File: config.mk
export PLATFORM = sky130hd
export DESIGN_NAME = ex_muldiv_unit
export DESIGN_NICKNAME = d
export VERILOG_FILES = /design/src/rtl/ex_muldiv_unit.sv
export SDC_FILE = /design/constraint.sdc
export NUM_CORES = 1
export LEC_CHECK = 0
export BUFFER_PORTS_ARGS = -buffer_cell sky130_fd_sc_hd__buf_2
export CORE_ASPECT_RATIO = 0.6
export CORE_UTILIZATION = 30
export DETAILED_ROUTE_END_ITERATION = 7
export PLACE_DENSITY_LB_ADDON = 0.05
export SYNTH_ARGS = -nofsm -noshare
export SYNTH_HDL_FRONTEND = slang
export SYNTH_SLANG_ARGS = --single-unit
File: constraint.sdc
create_clock -name clk -period 7.25 [get_ports clk]
set_input_delay 0.725 -clock clk [delete_from_list [all_inputs] [get_ports clk]]
set_output_delay 0.725 -clock clk [all_outputs]
set_load 0.02 [all_outputs]
File: src/rtl/ex_muldiv_unit.sv
// ----------------------------------------------------------------------------
// ex_muldiv_unit
// Iterative multiply/divide unit for the EX stage. Signed and unsigned
// multiply (shift-add, one bit per cycle) and restoring divide (one quotient
// bit per cycle) share one set of work registers. Signed operations run on
// operand magnitudes and fix up the result signs at the end.
//
// Optional build macro: EX_MUL_SINGLE_CYCLE_EN
//   defined   -> multiply is combinational, IDLE goes straight to DONE
//   undefined -> multiply iterates XLEN cycles in MUL
//   Division behaves the same in both builds.
//
// Ports:
//   clk, rst        clock, synchronous active-high reset
//   flush           cancel any in-flight operation (back to IDLE, no done)
//   op_valid, op    request; op 00 MULT, 01 MULTU, 10 DIV, 11 DIVU
//   src1, src2      multiplicand/dividend, multiplier/divisor
//   stall_req       pipeline hold request while a request is taken/busy
//   done            one-cycle completion pulse (with hi_we / lo_we)
//   hi_o, lo_o      upper product/remainder, lower product/quotient
//   div_zero        divide-by-zero flag of the last completed operation
// ----------------------------------------------------------------------------
module ex_muldiv_unit #(
    parameter int XLEN = 32
) (
    input  logic            clk,
    input  logic            rst,
    input  logic            flush,
    input  logic            op_valid,
    input  logic [1:0]      op,
    input  logic [XLEN-1:0] src1,
    input  logic [XLEN-1:0] src2,
    output logic            stall_req,
    output logic            done,
    output logic            hi_we,
    output logic            lo_we,
    output logic [XLEN-1:0] hi_o,
    output logic [XLEN-1:0] lo_o,
    output logic            div_zero
);

    localparam int CW = $clog2(XLEN) + 1;

    localparam logic [1:0] ST_IDLE = 2'd0;
    localparam logic [1:0] ST_MUL  = 2'd1;
    localparam logic [1:0] ST_DIV  = 2'd2;
    localparam logic [1:0] ST_DONE = 2'd3;

    localparam logic [XLEN-1:0]   ONE_X    = {{(XLEN-1){1'b0}}, 1'b1};
    localparam logic [2*XLEN-1:0] ONE_2X   = {{(2*XLEN-1){1'b0}}, 1'b1};
    localparam logic [CW-1:0]     CNT_ONE  = {{(CW-1){1'b0}}, 1'b1};
    localparam logic [CW-1:0]     CNT_LAST = CW'(XLEN - 1);

    // Two's-complement negate when en is set (single width)
    function automatic logic [XLEN-1:0] cond_neg(input logic [XLEN-1:0] v, input logic en);
        if (en) cond_neg = ~v + ONE_X;
        else    cond_neg = v;
    endfunction

    // Two's-complement negate when en is set (double width, products)
    function automatic logic [2*XLEN-1:0] cond_neg2(input logic [2*XLEN-1:0] v, input logic en);
        if (en) cond_neg2 = ~v + ONE_2X;
        else    cond_neg2 = v;
    endfunction

    logic [1:0]      state_r;
    logic [CW-1:0]   cnt_r;
    logic [XLEN-1:0] hi_w_r;     // product high half / partial remainder
    logic [XLEN-1:0] lo_w_r;     // multiplier / dividend shifting into quotient
    logic [XLEN-1:0] dvs_r;      // multiplicand / divisor magnitude
    logic            neg_res_r;  // negate product or quotient at the end
    logic            neg_rem_r;  // remainder follows the dividend sign

    logic            accept_s;
    logic            is_div_s;
    logic            is_signed_s;
    logic            s1_neg_s;
    logic            s2_neg_s;
    logic [XLEN-1:0] a_mag_s;
    logic [XLEN-1:0] b_mag_s;
    logic            dvs_zero_s;
    logic [XLEN:0]   mul_sum_s;
    logic [XLEN:0]   div_trial_s;
    logic [XLEN-1:0] step_hi_s;
    logic [XLEN-1:0] step_lo_s;
    logic [2*XLEN-1:0] prod_fix_s;

    assign accept_s    = (state_r == ST_IDLE) && op_valid && !flush;
    assign is_div_s    = op[1];
    assign is_signed_s = ~op[0];
    assign s1_neg_s    = is_signed_s & src1[XLEN-1];
    assign s2_neg_s    = is_signed_s & src2[XLEN-1];
    assign a_mag_s     = cond_neg(src1, s1_neg_s);
    assign b_mag_s     = cond_neg(src2, s2_neg_s);
    assign dvs_zero_s  = (src2 == {XLEN{1'b0}});

    // Pipeline hold: requested as soon as a request is taken, held while busy
    always_comb begin
        stall_req = 1'b0;
        if (rst) begin
            stall_req = 1'b0;
        end else begin
            case (state_r)
                ST_IDLE: stall_req = op_valid && !flush;
                ST_MUL:  stall_req = 1'b1;
                ST_DIV:  stall_req = 1'b1;
                default: stall_req = 1'b0;
            endcase
        end
    end

    assign done  = (state_r == ST_DONE);
    assign hi_we = (state_r == ST_DONE);
    assign lo_we = (state_r == ST_DONE);

    // One iteration of shift-add multiply or restoring divide
    always_comb begin
        mul_sum_s   = {1'b0, hi_w_r} + (lo_w_r[0] ? {1'b0, dvs_r} : {(XLEN+1){1'b0}});
        div_trial_s = {hi_w_r, lo_w_r[XLEN-1]} - {1'b0, dvs_r};
        step_hi_s   = hi_w_r;
        step_lo_s   = lo_w_r;
        if (state_r == ST_MUL) begin
            // {carry, hi, lo} shifted right: low product bits enter lo from the top
            step_hi_s = mul_sum_s[XLEN:1];
            step_lo_s = {mul_sum_s[0], lo_w_r[XLEN-1:1]};
        end else if (div_trial_s[XLEN]) begin
            // trial went negative: restore, quotient bit 0
            step_hi_s = {hi_w_r[XLEN-2:0], lo_w_r[XLEN-1]};
            step_lo_s = {lo_w_r[XLEN-2:0], 1'b0};
        end else begin
            step_hi_s = div_trial_s[XLEN-1:0];
            step_lo_s = {lo_w_r[XLEN-2:0], 1'b1};
        end
        prod_fix_s = cond_neg2({step_hi_s, step_lo_s}, neg_res_r);
    end

`ifdef EX_MUL_SINGLE_CYCLE_EN
    logic [2*XLEN-1:0] fast_prod_s;
    assign fast_prod_s = cond_neg2({{XLEN{1'b0}}, a_mag_s} * {{XLEN{1'b0}}, b_mag_s},
                                   s1_neg_s ^ s2_neg_s);
`endif

    // Control FSM, work registers and registered results
    always_ff @(posedge clk) begin
        if (rst) begin
            state_r   <= ST_IDLE;
            cnt_r     <= {CW{1'b0}};
            hi_w_r    <= {XLEN{1'b0}};
            lo_w_r    <= {XLEN{1'b0}};
            dvs_r     <= {XLEN{1'b0}};
            neg_res_r <= 1'b0;
            neg_rem_r <= 1'b0;
            hi_o      <= {XLEN{1'b0}};
            lo_o      <= {XLEN{1'b0}};
            div_zero  <= 1'b0;
        end else if (flush) begin
            // results stay as they were; the cancelled operation never reports
            state_r <= ST_IDLE;
        end else begin
            case (state_r)
                ST_IDLE: begin
                    if (accept_s) begin
                        cnt_r     <= {CW{1'b0}};
                        neg_res_r <= s1_neg_s ^ s2_neg_s;
                        neg_rem_r <= s1_neg_s;
                        if (is_div_s && dvs_zero_s) begin
                            hi_o     <= src1;
                            lo_o     <= {XLEN{1'b1}};
                            div_zero <= 1'b1;
                            state_r  <= ST_DONE;
                        end else if (is_div_s) begin
                            hi_w_r  <= {XLEN{1'b0}};
                            lo_w_r  <= a_mag_s;
                            dvs_r   <= b_mag_s;
                            state_r <= ST_DIV;
                        end else begin
`ifdef EX_MUL_SINGLE_CYCLE_EN
                            hi_o     <= fast_prod_s[2*XLEN-1:XLEN];
                            lo_o     <= fast_prod_s[XLEN-1:0];
                            div_zero <= 1'b0;
                            state_r  <= ST_DONE;
`else
                            hi_w_r  <= {XLEN{1'b0}};
                            lo_w_r  <= b_mag_s;
                            dvs_r   <= a_mag_s;
                            state_r <= ST_MUL;
`endif
                        end
                    end
                end
                ST_MUL, ST_DIV: begin
                    hi_w_r <= step_hi_s;
                    lo_w_r <= step_lo_s;
                    cnt_r  <= cnt_r + CNT_ONE;
                    if (cnt_r == CNT_LAST) begin
                        div_zero <= 1'b0;
                        state_r  <= ST_DONE;
                        if (state_r == ST_MUL) begin
                            hi_o <= prod_fix_s[2*XLEN-1:XLEN];
                            lo_o <= prod_fix_s[XLEN-1:0];
                        end else begin
                            hi_o <= cond_neg(step_hi_s, neg_rem_r);
                            lo_o <= cond_neg(step_lo_s, neg_res_r);
                        end
                    end
                end
                ST_DONE: state_r <= ST_IDLE;
                default: state_r <= ST_IDLE;
            endcase
        end
    end

endmodule

## Yosys cells after proc, flatten, opt, wreduce, memory -nomap -nowiden

Cells that the tools add are included.

- Bits in registers: 171
- Bits of input ports: 70
- Output and inout port bits: 69
- Logic and storage cells: 94

- Add/subtract/negate cells: 8
- Equality and inequality tests: 8
- Mux-type cells: 41
- Bitwise gates (word level): 11
- Reduce and logical (&&, ||, !) cells: 16

Operators by type and width:

| cell | number |
|---|---|
| 32-bit 2-to-1 mux | 22 |
| 32-bit one-hot mux with 2 select lines | 4 |
| 32-bit by 1-bit adder with 32-bit output, second input constant | 4 |
| 32-bit NOT | 4 |
| 64-bit by 1-bit adder with 64-bit output, second input constant | 1 |
| 64-bit 2-to-1 mux | 1 |
| 64-bit NOT | 1 |
| 32-bit by 32-bit adder with 33-bit output | 1 |
| 33-bit by 32-bit subtractor with 33-bit output | 1 |
| 32-bit logical NOT | 1 |
| 6-bit one-hot mux with 2 select lines | 1 |
| 2-bit 2-to-1 mux | 4 |
| 4-bit AND reduction | 2 |
| 6-bit by 1-bit adder with 6-bit output, second input constant | 1 |
| 6-bit by 5-bit == test with 1-bit output, second input constant | 1 |
| 6-bit 2-to-1 mux | 1 |
| 2-bit one-hot mux with 3 select lines | 1 |
| 3-bit AND reduction | 2 |
| 1-bit 2-to-1 mux | 5 |
| 5-bit AND reduction | 1 |
| 2-bit == test, second input constant | 2 |
| 1-bit logical AND | 4 |
| 2-bit by 1-bit != test with 1-bit output, second input constant | 2 |
| 2-bit != test, second input constant | 2 |
| 10 further kinds | 15 |

## Logic depth before layout (Yosys ltp)

- Depth after elaboration: 9
- Gate-level depth with buffers: 25
- Depth with buffers taken out: 24

## Worst setup path before layout

No wires, ideal clock.

- Kind: register to register
- Start: register lo_w_r[31]
- End: register hi_o[6]
- Setup time: 0.071 ns
- Arrival: 5.041 ns
- Data required time: 7.179 ns
- Path slack: 2.138 ns
- Cell stages (with the launch flop): 26
- Path buffers: 1
- Period minus slack after synthesis: 5.112 ns
- Path through: dfxtp_1 -> inv_1 -> ha_1 -> inv_1 -> fa_1 -> a211o_1 -> and3_1 -> o21ai_0 -> a21boi_2 -> o31ai_1 -> nor2_2 -> a21oi_1 -> ha_1 -> nor3b_1 -> o221ai_1 -> nor3_1 -> nand2_1 -> nor2_1 -> a21o_1 -> or2_2 -> clkbuf_1 -> nand2_1 -> o31ai_1 -> xor2_1 -> a211o_1 -> a21oi_1

- Longest elaborated chain between the ends: 9
- Elaborated cells on any way between the ends: 14
- Those cells by class: 3 x add/sub; 9 x mux; 2 x bitwise

RTL lines:

| element | RTL line | RTL |
|---|---|---|
| from (decl) | 69 | `logic [XLEN-1:0] lo_w_r;` |
| from (signal assigned) | 149 | `lo_w_r <= {XLEN{1'b0}};` |
| from (signal assigned) | 173 | `lo_w_r <= a_mag_s;` |
| from (signal assigned) | 184 | `lo_w_r <= b_mag_s;` |
| 33-bit by 32-bit subtractor with 33-bit output | 119 | `div_trial_s = {hi_w_r, lo_w_r[XLEN-1]} - {1'b0, dvs_r};` |
| 1-bit 2-to-1 mux / 32-bit 2-to-1 mux (equally long branches) | 126 | `end else if (div_trial_s[XLEN]) begin` |
| 32-bit 2-to-1 mux | 122 | `if (state_r == ST_MUL) begin` |
| 64-bit NOT / 32-bit NOT (equally long branches) | 62, 56 |  |
| 64-bit by 1-bit adder with 64-bit output / 32-bit by 1-bit adder with 32-bit output (equally long branches) | 62, 56 |  |
| 64-bit 2-to-1 mux / 32-bit 2-to-1 mux (equally long branches) | 62, 56 |  |
| 32-bit 2-to-1 mux * | 198 | `if (state_r == ST_MUL) begin` |
| 32-bit 2-to-1 mux * | 195 | `if (cnt_r == CNT_LAST) begin` |
| 32-bit one-hot mux with 2 select lines * | 160 | `case (state_r)` |
| to (signal assigned) | 167 | `hi_o <= src1;` |
| to (signal assigned) | 199 | `hi_o <= prod_fix_s[2*XLEN-1:XLEN];` |
| to (signal assigned) | 202 | `hi_o <= cond_neg(step_hi_s, neg_rem_r);` |
| to (decl) | 37 | `output logic [XLEN-1:0] hi_o,` |

Mark *: on every way between the ends. The rest lies on a longest branch, timed or not. The select of a mux whose other input is x is not followed.
A chain may end at the register's enable or synchronous reset.

## Worst setup path after layout

- Start: register lo_w_r[31]
- End: register hi_o[30]

Same word-level chain as after synthesis.

==> results_dict.tcl <==
set metrics [dict create \
    htree_levels 4 \
    grt_max_degree 73 \
    row_count 65 \
    hp-class "flip-flop to flip-flop" \
    final_nets 2418 \
    irDropWorstVdd_mv 0.1746 \
    holdBufCountCts 0 \
    first_global_vias 15670 \
    hold_path_depth 2 \
    via_count 17870 \
    min_to "hi_o[8]" \
    cp_max_fo 10 \
    die-width_microns 299.6 \
    routabilityCongestion 0.9475 \
    grt_use_met2 0.3425 \
    grt_overflow 0 \
    drt_iter0_markers 2314 \
    track_usage 0.2908 \
    instances_no_fill 2991 \
    p_leak_uw 0.007068 \
    first_pass_iters 5 \
    end_kind "flip-flop" \
    worst_clock_skew_ps 20.17 \
    drive_gt1_frac 0.1115 \
    synth.area.top_cells "dfxtp_1, nor2_1, a21oi_1" \
    synth_top_cell_area_share 0.2147 \
    synth_edf_count 0 \
    synthesis.area_sq_um 15950 \
    crit_type "flip-flop to flip-flop" \
    drc 0 \
    yosysUniqueCellTypes 87 \
    cp.arrival_ps 6880 \
    die_height_microns 180.6 \
    reg2reg_depth 24 \
    async_flop_share 0 \
    ys.warnings.count 0 \
    grt_pass1_wl_microns 115300 \
    finalCritPeriodShare 0.9042 \
    cts_setup_buffers 0 \
    top_usage_layer "met1" \
    ant_nets 0 \
    max_stage_delay_ps 670 \
    dpl.hpwl_microns 63500 \
    routed_wl_microns 80620 \
    clk_latency_ps 480 \
    outcome "complete, no violations" \
    setup_tns_ps 0 \
    hold_start "hi_o[8]" \
    max-slew-margin-rel 0.04442 \
    rr_endpoint "hi_o[30]" \
    numCtsBuffers 17 \
    viasPerCell 5.974 \
    grtUsageMet1 0.4960 \
    syn-instance-count 2217 \
    fin_crit_ps 6556 \
    critPathRequiredTime_ps 7570 \
    ios 139 \
    critPathLaunchType "flip-flop" \
    io_buffers 138 \
    clockRootBuffer "clkbuf_16" \
    synth_seq_cells 171 \
    p_per_area_nw_per_um2 186.8 \
    whs_ps 467.4 \
    antenna_found_initial 3 \
    rsz0062_at_grt "no" \
    report.final.slew_viol_count 0 \
    area_delta_synth_final_pct 12.33 \
    die-area_sq_um 54110 \
    p_total_uw 3346 \
    cts_sinks 171 \
    worst_r2r_startpoint "lo_w_r[31]" \
    crit_top_cell "nor2_1" \
    seq_area_frac_synth 0.2147 \
    multi_input_area_sq_um 11800 \
    seq_area_sq_um 3425 \
    synthFlopType "dfxtp_1" \
    r2r_slack_ps 690 \
    ctsLongestPathBuffers 2 \
    fill_cells 5739 \
    floorplan.initialDensity 0.3035 \
    core_sq_um 52540 \
    fmax_mhz 152.5 \
    setup_slack_ps 694.4 \
    worst_slew_pin_slew_ps 1411 \
    cts_tree "built" \
    synth_fp_nets 2361 \
    dpl.cell_count 2958 \
    ctsResizeCount 0 \
    drv_cap 0 \
    clk_pin_slew_ps 80 \
    synth.avg_cell_area_sq_um 7.193 \
    finalHoldViolCount 0 \
    crit_path_cell_trace "inv_1 > ha_1 > inv_1 > fa_1 > a211o_1 > and3_1 > o21ai_0 > a21boi_2 > o31ai_1 > nor2_2 > a21oi_1 > ha_1 > nor3b_1 > o221ai_1 > nor3_1 > nand2_1 > nor2_1 > a21o_1 > nor2_1 > nor2_1 > a31oi_1 > mux2_2 > a222oi_1 > a21oi_1" \
    slowest_stage "o21ai_0" \
    wire_per_inst_microns 26.95 \
    final-setup-viol-count 0 \
    grt_util_met3 0.06884 \
    yosys.area.top_type "dfxtp_1" \
    pre_cts_ws_ps 967.3 \
]
## synthesized netlist by cell type, types with 19 or more instances
cell and n:
nand2b_1 35, inv_1 60, mux2i_1 68, nor2_1 276, clkbuf_1 120, nor3_1 70
o211ai_1 27, nor2b_1 19, dfxtp_1 171, o21ai_0 134, nor4_1 22, xor2_1 59
and3_1 24, a22oi_1 28, and2_1 48, xnor2_1 82, ha_1 72, a21oi_1 187
a211oi_1 65, nand2_1 197, o31ai_1 21, a21o_1 30, a311oi_1 31, nand3_1 42
a31oi_1 25
## cell usage in the layout (no fill, tap or decap), types with 19 or more instances in the layout
cell,synthesis,layout
a211oi_1,65,65
a21o_1,30,30
a21oi_1,187,187
a22oi_1,28,28
a311oi_1,31,31
a31oi_1,25,24
and2_1,48,47
and3_1,24,24
buf_2,3,137
buf_4,3,41
dfxtp_1,171,170
ha_1,72,70
inv_1,60,60
mux2i_1,68,68
nand2_1,197,197
nand2b_1,35,34
nand3_1,42,42
nor2_1,276,275
nor2b_1,19,19
nor3_1,70,70
nor4_1,22,22
o211ai_1,27,27
o21ai_0,134,133
o31ai_1,21,21
xnor2_1,82,82
xor2_1,59,59
## worst max-delay path, delay by kind of cell (launching register included)
family,cells,cell delay (ps)
compound gates,10,3120
simple gates,8,1520
fa+ha+maj,3,850
flops,1,350
mux,1,350
buf+inv,2,210
## sequential cells by signal, summed over array words and instances (netlist names)
register / flops
dvs_r: 32
hi_o: 32
hi_w_r: 32
lo_o: 32
lo_w_r: 32
cnt_r: 6
state_r: 2
div_zero: 1
neg_rem_r: 1
neg_res_r: 1
## metal layers
metal	vias to the layer above	part of all wire
met4	0	0.015
met5	-	0
met1	8679	0.54
met3	53	0.10
li1	8278	-
met2	859	0.34
## per-stage QoR
stage,utilization,cell area [sq um]
floorplan,-,15950
global placement,0.3297,17320
detailed placement,0.3297,17320
CTS,0.3409,17910
global route,0.3409,17910
finish,0.3409,17910
## area by class of cell
| type | instances | area share |
|---|---|---|
| multi-input cells | 1846 | 0.6586 |
| flip-flops and latches | 171 | 0.1912 |
| repair buffers | 178 | 0.05546 |
| well taps | 703 | 0.04911 |
| clock buffers | 19 | 0.02417 |
| inverters | 60 | 0.01257 |
| clock inverters | 13 | 0.008731 |
| diodes | 1 | 0.0001397 |
## power by group
part           leakage, uW  internal, uW  switching (uW)
sequential         0.00139           982            55.7
combinational      0.00540           411             887
clock             0.000275           518             494
total              0.00707          1910            1440
## worst max-delay path by stage
stage | depth (start not counted) | end | startpoint
after floorplan | 25 | hi_o[6] | lo_w_r[31]
after global placement | 24 | hi_o[30] | lo_w_r[31]
after detailed placement | 24 | hi_o[30] | lo_w_r[31]
after CTS | 24 | hi_o[30] | lo_w_r[31]
after global routing | 24 | hi_o[6] | lo_w_r[31]
final | 24 | hi_o[30] | lo_w_r[31]
## logic make-up after synthesis
logic type / synth area share
buffers and inverters: 0.04943
adder cells (fa/ha/maj): 0.05900
AO/OA/AOI/OAI: 0.2934
AND/OR/NAND/NOR: 0.2563
XOR/XNOR: 0.07744
multiplexers: 0.04974
flip-flops: 0.2147
Note: power is estimated with default switching activity, not from simulation.
